[config.mk]
export PLATFORM = sky130hd
export DESIGN_NAME = miriscv_mdu
export DESIGN_NICKNAME = d
export VERILOG_FILES = /design/src/rtl/miriscv_pkg.sv /design/src/rtl/miriscv_mdu.sv
export SDC_FILE = /design/constraint.sdc
export NUM_CORES = 1
export LEC_CHECK = 0
export ABC_AREA = 1
export CORE_MARGIN = 8
export CORE_UTILIZATION = 55
export CTS_CLUSTER_DIAMETER = 150
export DETAILED_ROUTE_END_ITERATION = 10
export DONT_BUFFER_PORTS = 1
export PLACE_DENSITY = 0.7
export SYNTH_ARGS = -nofsm -noshare
export SYNTH_HDL_FRONTEND = slang
export SYNTH_SLANG_ARGS = --single-unit
[constraint.sdc]
create_clock -name clk_i -period 10.25 [get_ports clk_i]
set_input_delay 2.5625 -clock clk_i [delete_from_list [all_inputs] [get_ports clk_i]]
set_output_delay 2.5625 -clock clk_i [all_outputs]
set_load 0.1 [all_outputs]
[src/rtl/miriscv_pkg.sv]
// Core-wide constants and the multiply/divide unit's op and state encodings.
package miriscv_pkg;

    localparam int XLEN  = 32;
    localparam bit RV32M = 1'b1;

    localparam int MDU_CNT_W = $clog2(XLEN);

    // Encoded exactly as the RV32M funct3 field
    typedef enum logic [2:0] {
        MDU_MUL    = 3'd0,
        MDU_MULH   = 3'd1,
        MDU_MULHSU = 3'd2,
        MDU_MULHU  = 3'd3,
        MDU_DIV    = 3'd4,
        MDU_DIVU   = 3'd5,
        MDU_REM    = 3'd6,
        MDU_REMU   = 3'd7
    } mdu_op_e;

    typedef enum logic [1:0] {
        MDU_IDLE,
        MDU_CALC,
        MDU_FIX,
        MDU_DONE
    } mdu_state_e;

endpackage

[src/rtl/miriscv_mdu.sv]
// Iterative RV32M multiply/divide unit: one radix-2 shift-add or restoring-divide
// step per cycle over operand magnitudes, followed by a single sign-fix cycle.
module miriscv_mdu #(
    parameter int XLEN = miriscv_pkg::XLEN
) (
    input  logic            clk_i,
    input  logic            rst_i,
    input  logic            req_i,
    input  logic [2:0]      op_i,
    input  logic [XLEN-1:0] port_a_i,
    input  logic [XLEN-1:0] port_b_i,
    input  logic            kill_i,
    output logic            busy_o,
    output logic            stall_o,
    output logic            valid_o,
    output logic [XLEN-1:0] result_o
);
    import miriscv_pkg::*;

    localparam int CNT_W = $clog2(XLEN);

    localparam logic [XLEN-1:0] INT_MIN = {1'b1, {(XLEN-1){1'b0}}};

    // Two's-complement negation through an XLEN+1-bit intermediate; |INT_MIN| stays representable unsigned
    function automatic logic [XLEN-1:0] negate(input logic [XLEN-1:0] v);
        logic [XLEN:0] t;
        t = ~{1'b0, v} + (XLEN+1)'(1);
        return t[XLEN-1:0];
    endfunction

    function automatic logic [XLEN-1:0] cond_neg(input logic [XLEN-1:0] v, input logic n);
        return n ? negate(v) : v;
    endfunction

    mdu_state_e        state_q, state_d;
    mdu_op_e           op_q;
    logic [CNT_W-1:0]  cnt_q;
    logic              neg_q;
    logic [XLEN-1:0]   opa_q;
    logic [2*XLEN-1:0] acc_q;
    logic [XLEN-1:0]   res_q;
    logic [XLEN-1:0]   result_q;

    mdu_op_e         op_in;
    logic            is_div_in, a_signed, b_signed, a_neg, b_neg, neg_in;
    logic            div_zero, div_ovf, special;
    logic [XLEN-1:0] mag_a, mag_b, special_res;

    always_comb begin
        op_in     = mdu_op_e'(op_i);
        is_div_in = op_i[2];
        a_signed  = (op_in == MDU_MULH) || (op_in == MDU_MULHSU) ||
                    (op_in == MDU_DIV)  || (op_in == MDU_REM);
        b_signed  = (op_in == MDU_MULH) || (op_in == MDU_DIV) || (op_in == MDU_REM);
        a_neg     = a_signed & port_a_i[XLEN-1];
        b_neg     = b_signed & port_b_i[XLEN-1];
        // REM takes the dividend's sign; every other signed op the product/quotient sign
        neg_in    = (op_in == MDU_REM) ? a_neg : (a_neg ^ b_neg);
        mag_a     = cond_neg(port_a_i, a_neg);
        mag_b     = cond_neg(port_b_i, b_neg);
        div_zero  = is_div_in && (port_b_i == '0);
        div_ovf   = ((op_in == MDU_DIV) || (op_in == MDU_REM)) &&
                    (port_a_i == INT_MIN) && (port_b_i == '1);
        special   = div_zero | div_ovf;
        if (op_i[1])
            special_res = div_zero ? port_a_i : '0;
        else
            special_res = div_zero ? '1 : port_a_i;
    end

    logic [XLEN:0]     mul_sum, div_shift, div_diff;
    logic              div_ge;
    logic [2*XLEN-1:0] mul_next, div_next, prod;
    logic [XLEN-1:0]   fix_res;

    always_comb begin
        // Multiply: high half accumulates the multiplicand, whole register shifts right
        mul_sum   = {1'b0, acc_q[2*XLEN-1:XLEN]} + (acc_q[0] ? {1'b0, opa_q} : '0);
        mul_next  = {mul_sum, acc_q[XLEN-1:1]};
        // Divide: high half is the partial remainder, low half shifts dividend out / quotient in
        div_shift = acc_q[2*XLEN-1:XLEN-1];
        div_diff  = div_shift - {1'b0, opa_q};
        div_ge    = ~div_diff[XLEN];
        div_next  = {div_ge ? div_diff[XLEN-1:0] : div_shift[XLEN-1:0], acc_q[XLEN-2:0], div_ge};
        prod      = neg_q ? (~acc_q + (2*XLEN)'(1)) : acc_q;
        case (op_q)
            MDU_MUL:                          fix_res = prod[XLEN-1:0];
            MDU_MULH, MDU_MULHSU, MDU_MULHU:  fix_res = prod[2*XLEN-1:XLEN];
            MDU_DIV, MDU_DIVU:                fix_res = cond_neg(acc_q[XLEN-1:0], neg_q);
            default:                          fix_res = cond_neg(acc_q[2*XLEN-1:XLEN], neg_q);
        endcase
    end

    always_ff @(posedge clk_i or posedge rst_i) begin
        if (rst_i)
            state_q <= MDU_IDLE;
        else
            state_q <= state_d;
    end

    always_comb begin
        state_d = state_q;
        if (kill_i) begin
            state_d = MDU_IDLE;
        end else begin
            case (state_q)
                MDU_IDLE: if (req_i) state_d = special ? MDU_DONE : MDU_CALC;
                MDU_CALC: if (cnt_q == '0) state_d = MDU_FIX;
                MDU_FIX:  state_d = MDU_DONE;
                MDU_DONE: state_d = MDU_IDLE;
                default:  state_d = MDU_IDLE;
            endcase
        end
    end

    always_ff @(posedge clk_i or posedge rst_i) begin
        if (rst_i) begin
            op_q     <= MDU_MUL;
            cnt_q    <= '0;
            neg_q    <= 1'b0;
            opa_q    <= '0;
            acc_q    <= '0;
            res_q    <= '0;
            result_q <= '0;
        end else if (!kill_i) begin
            case (state_q)
                MDU_IDLE: begin
                    if (req_i) begin
                        op_q  <= op_in;
                        neg_q <= neg_in;
                        cnt_q <= CNT_W'(XLEN-1);
                        opa_q <= is_div_in ? mag_b : mag_a;
                        acc_q <= {{XLEN{1'b0}}, is_div_in ? mag_a : mag_b};
                        if (special)
                            res_q <= special_res;
                    end
                end
                MDU_CALC: begin
                    acc_q <= op_q[2] ? div_next : mul_next;
                    cnt_q <= cnt_q - CNT_W'(1);
                end
                MDU_FIX:  res_q <= fix_res;
                MDU_DONE: result_q <= res_q;
                default: ;
            endcase
        end
    end

    // A killed DONE neither pulses valid nor disturbs the visible result
    assign busy_o   = (state_q != MDU_IDLE);
    assign valid_o  = (state_q == MDU_DONE) && !kill_i;
    assign result_o = valid_o ? res_q : result_q;
    assign stall_o  = (req_i | busy_o) & ~valid_o;

endmodule

After elaboration in Yosys (flattened, before gate mapping):

Index checks and enable logic that the tools add are counted.

* add/subtract/negate cells: 8
* equal/unequal tests: 18
* mux-type cells: 28
* bitwise operators: 14
* reduce and logical (&&, ||, !) cells: 25

Operators by type and width (count)
* 32-bit 2-to-1 mux: 14
* 64-bit 2-to-1 mux: 3
* 32-bit by 1-bit adder with 32-bit output, second input constant: 4
* 32-bit inverter: 4
* 64-bit one-hot mux with 2 select lines: 1
* 32-bit one-hot mux with 3 select lines: 1
* 64-bit by 1-bit adder with 64-bit output, second input constant: 1
* 32-bit equality test, second input constant: 2
* 64-bit inverter: 1
* 32-bit one-hot mux with 2 select lines: 1
* 32-bit by 32-bit adder with 33-bit output: 1
* 33-bit by 32-bit subtractor with 33-bit output: 1
* 32-bit zero test: 1
* 3-bit equality test, second input constant: 4
* 5-bit one-hot mux with 2 select lines: 1
* 3-bit by 2-bit equality test with 1-bit output, second input constant: 3
* 2-bit 2-to-1 mux: 4
* 2-bit one-hot mux with 4 select lines: 1
* 3-bit by 1-bit equality test with 1-bit output, second input constant: 2
* 1-bit logical OR: 6
* 3-bit inequality test, second input constant: 2
* 3-bit AND reduction: 2
* 2-bit nonzero test: 3
* 5-bit zero test: 1
* 18 further kinds: 29

* flip-flop bits (word level): 171
* input port bits: 71
* output and inout bits: 35
* logic and storage cells: 101

Longest topological paths before layout:

* word-level depth: 9
* depth in mapped cells: 21
* gate-level depth less buffers: 19

Worst setup path after synthesis:

No wires, ideal clock.

* kind: input-to-output
* from: in kill_i
* to: out result_o[2]
* data arrival time: 4.923 ns
* required time: 7.688 ns
* setup slack: 2.764 ns
* stages on the path: 3
* buffers on the path: 0
* cell sequence: inv_1 -> nand2_1 -> o21ai_0

* word-level cells in the longest chain between the ends: 3

RTL lines
* from (decl): line miriscv_mdu.sv:12 `input logic kill_i,`
* 1-bit zero test: line miriscv_mdu.sv:151 `assign valid_o = (state_q == MDU_DONE) && !kill_i;`
* 1-bit logical AND: line miriscv_mdu.sv:151
* 32-bit 2-to-1 mux: line miriscv_mdu.sv:152 `assign result_o = valid_o ? res_q : result_q;`
* to (decl): line miriscv_mdu.sv:16 `output logic [XLEN-1:0] result_o`

No other way between the ends.

Worst setup path after layout:

* from: in kill_i
* to: out result_o[7]

* word-level cells in the longest chain between the ends: 3

RTL lines
* 1-bit zero test: line miriscv_mdu.sv:151
* 1-bit logical AND: line miriscv_mdu.sv:151
* net valid_o: line miriscv_mdu.sv:15 `output logic valid_o,`
* 32-bit 2-to-1 mux: line miriscv_mdu.sv:152

The timed path passes the listed nets, and every way through them passes these cells.

==> qor.csv <==
stage;metric;value;unit
status;status;completed;
critical_path;Top delay family on crit path;buffers and inverters;
critical_path;Critical R2R Launch;state_q[0];
placement;Place WS;3120;ps
synth;Syn Nets;3544;
clocking;total CTS buffers;17;
layout;P&R area growth vs syn;3.67;%
pwr;LEAKAGE;10.7;nW
floorplanning;Die ar.;0.0415;sq mm
layout;commonest non-fill, non-tap cell in the layout;nand2_1;
clocking;clock buffer depth;2;
critical_path;Bufs and invs on worst path;3;
sta;f_max;0.139;GHz
sta;slew at the pin closest to its max-slew limit;1110;ps
critical_path;Setup crit start;kill_i;
floorplanning;Core ar.;0.0346;sq mm
critical_path;reg2reg setup slack;6500;ps
synth;Post-synth EDFFs;0;
critical_path;CP Class;input port to primary output;
worst_hold_path;WHS Path Cells;2;
sta;Hold Fails Final Rpt;0;
placement;post-DP HPWL;64600;microns
floorplanning;Boundary Pins;106;
route;via count;23000;
clocking;CTS tree;built;
flow_run;max_cap viols;0;
pwr;maximum VDD drop;249;uV
route;drt wl/cell;21.3;microns
critical_path;cell breakdown of the critical path;inv_1 -> nand2_1 -> buf_4 -> inv_2 -> nand2_1 -> nand2_1;
critical_path;cell mode on critical path;nand2_1;
layout;layout cells sized above 1;4.54;%
sta;slew margin rel.;25.9;%
route;final wirelength;80400;microns
placement;placed cell area;0.0195;sq mm
floorplanning;Die Y;204;microns
global_route;number of global-route vias before repair;20600;
synth;asr flop ratio synth;100;%
synth;Synth cell types;50;
sta;final setup TNS;0;ps
route;initial drt markers;3189;
critical_path;Critical-path top delay cell;nand2_1;
synth;Mapped Area;0.0194;sq mm
layout;fin util;58.1;%
route;drt pass-1 iters;7;
route;DR vias/cell;6.07;
layout;Finished Cell Area;0.0201;sq mm
global_route;global-route wire length before repair;121000;microns
floorplanning;row count;68;
critical_path;Reg-to-Reg End;cnt_q[4];
synth;Mapped Cells;3396;
critical_path;Worst Reg-to-Reg Cells;15;
placement;PortBufs;0;
clocking;clk slew on worst S/H paths;70;ps
clocking;post-cts hold buffer count;0;
critical_path;critical path's largest stage delay;750;ps
worst_hold_path;Worst Hold End;res_q[26];
sta;Setup Viol. Count Final;0;
worst_hold_path;worst hold path type;register to register;
sta;fin crit period;7180;ps
sta;final worst setup slack;3070;ps
global_route;largest net degree at the start of global routing;88;
global_route;Total GRT Usage;37.6;%
sta;hold_ws;491;ps
critical_path;CP startpoint kind;input port;
placement;GP Congestion;1.06;
clocking;CTS Root Cell;clkbuf_16;
clocking;H-tree levels;4;
critical_path;CP required;7690;ps
pwr;PD cells;345;mW/mm^2
synth;mean area per synthesized cell;5.71;sq um
synth;yosys warns;0;
layout;most frequent cells in the layout;1126 x nand2_1, 416 x inv_1, 398 x nor2_1;
critical_path;CP max FO;35;
synth;flops & latches, synth;171;
floorplanning;DIE WIDTH;204;microns
worst_hold_path;Worst Hold Launch;res_q[26];
global_route;grt ovf;0;
sta;max-slew violations;0;
clocking;Clk Latency, worst-skew pair;450;ps
sta;Clock Skew;12.8;ps
clocking;Post-CTS Setup Inserts;0;
floorplanning;Starting Density;56.0;%
route;Antenna Violating Nets Remaining;0;
sta;Final Cycle Share;70.0;%
layout;Final #Nets;3461;
global_route;initial antenna violation count;0;
synth;post-synthesis sequential area ratio;22.1;%
route;DRC viols;0;
clocking;CTS sink cnt;171;
critical_path;CP arrival;4620;ps
clocking;Gates resized, CTS repair;0;
critical_path;Setup crit end kind;primary output;
sta;unrepaired setup endpoints after global routing;no;
synth;Most used DFF post-synth;dfrtp_1;
==> cell families after synthesis <==
kind of cell	count (synthesis)	synth area share (%)
AOI/OAI and AO/OA	499	14.5
xor gates and xnor gates	59	2.66
adders and majority gates	77	5.04
buffers and inverters	555	11.4
DFF	171	22.1
and+or+nand+nor	2035	44.3
==> final cells by class <==
cell class / count / area (sq um)
Fill cell: 3581 / 14500
Multi-Input combinational cell: 2670 / 12900
Sequential cell: 171 / 4280
Inverter: 436 / 1640
Tap cell: 455 / 569
Clock buffer: 21 / 450
Timing Repair Buffer: 17 / 128
Clock inverter: 11 / 113
Antenna cell: 2 / 5.00
==> registers in the layout, summed over array words and instances (netlist names) <==
signal / count
acc_q: 64
opa_q: 32
res_q: 32
result_q: 32
cnt_q: 5
op_q: 3
state_q: 2
neg_q: 1
==> cell usage after synthesis (8+ instances only) <==
cell / count / area, sq um
a21oi_1: 184 / 921
a21oi_2: 18 / 158
a22oi_1: 23 / 173
a31oi_1: 14 / 87.6
buf_1: 9 / 33.8
buf_2: 21 / 105
buf_6: 10 / 113
clkbuf_1: 76 / 285
dfrtp_1: 171 / 4280
ha_1: 75 / 938
inv_1: 418 / 1570
inv_2: 14 / 52.6
nand2_1: 1126 / 4230
nand2_2: 12 / 75.1
nand3_1: 355 / 1780
nand3_2: 16 / 160
nand3b_1: 20 / 150
nand4_1: 43 / 269
nor2_1: 399 / 1500
nor2_2: 8 / 50.1
nor3_1: 19 / 95.1
o211ai_1: 28 / 210
o21ai_0: 182 / 911
o21ai_1: 14 / 70.1
o221ai_1: 13 / 114
or2_2: 15 / 93.8
xnor2_1: 10 / 87.6
xor2_1: 49 / 429
==> worst register-to-register path, delay by kind of cell (launching register included) <==
| kind | cells | cell delay, ps |
|---|---|---|
| buffers and inverters | 6 | 1780 |
| adder cells (fa/ha/maj) | 1 | 300 |
| flip-flops | 1 | 380 |
| AO/OA/AOI/OAI | 1 | 170 |
| AND/OR/NAND/NOR | 7 | 1000 |
==> per-layer routing <==
layer / track usage (%) / vias up / part of all wire [%]
met5: 0 / - / 0
met4: 15.0 / 0 / 4.5
met3: 11.0 / 203 / 14
met2: 53.0 / 1522 / 40
met1: 53.1 / 10500 / 41
li1: - / 10800 / -
==> power by group <==
part           total (W)  leakage, nW  internal, W  switching [W]
logic            0.00489         8.27      0.00131        0.00358
registers        0.00142         2.14     0.000950       0.000465
clock network   0.000638        0.267     0.000345       0.000293
total            0.00694         10.7      0.00261        0.00433
==> worst max path at each step <==
stage                              to  slack [ps]  depth (start not counted)
after floorplan           result_o[2]        2760                          3
after global placement    result_o[8]        3230                          6
after detailed placement  result_o[7]        3120                          6
after CTS                 result_o[7]        3100                          6
after global routing      result_o[7]        2940                          6
final                     result_o[7]        3070                          6
==> metrics by stage <==
stage | power [W] | std cells
after global routing | 0.00740 | 3781
after floorplan | 0.00476 | 3396
final | 0.00694 | 3783
after CTS | 0.00674 | 3781
after detailed placement | 0.00608 | 3749
after global placement | 0.00601 | 3749
No activity file was read; power rests on OpenSTA's default activity.
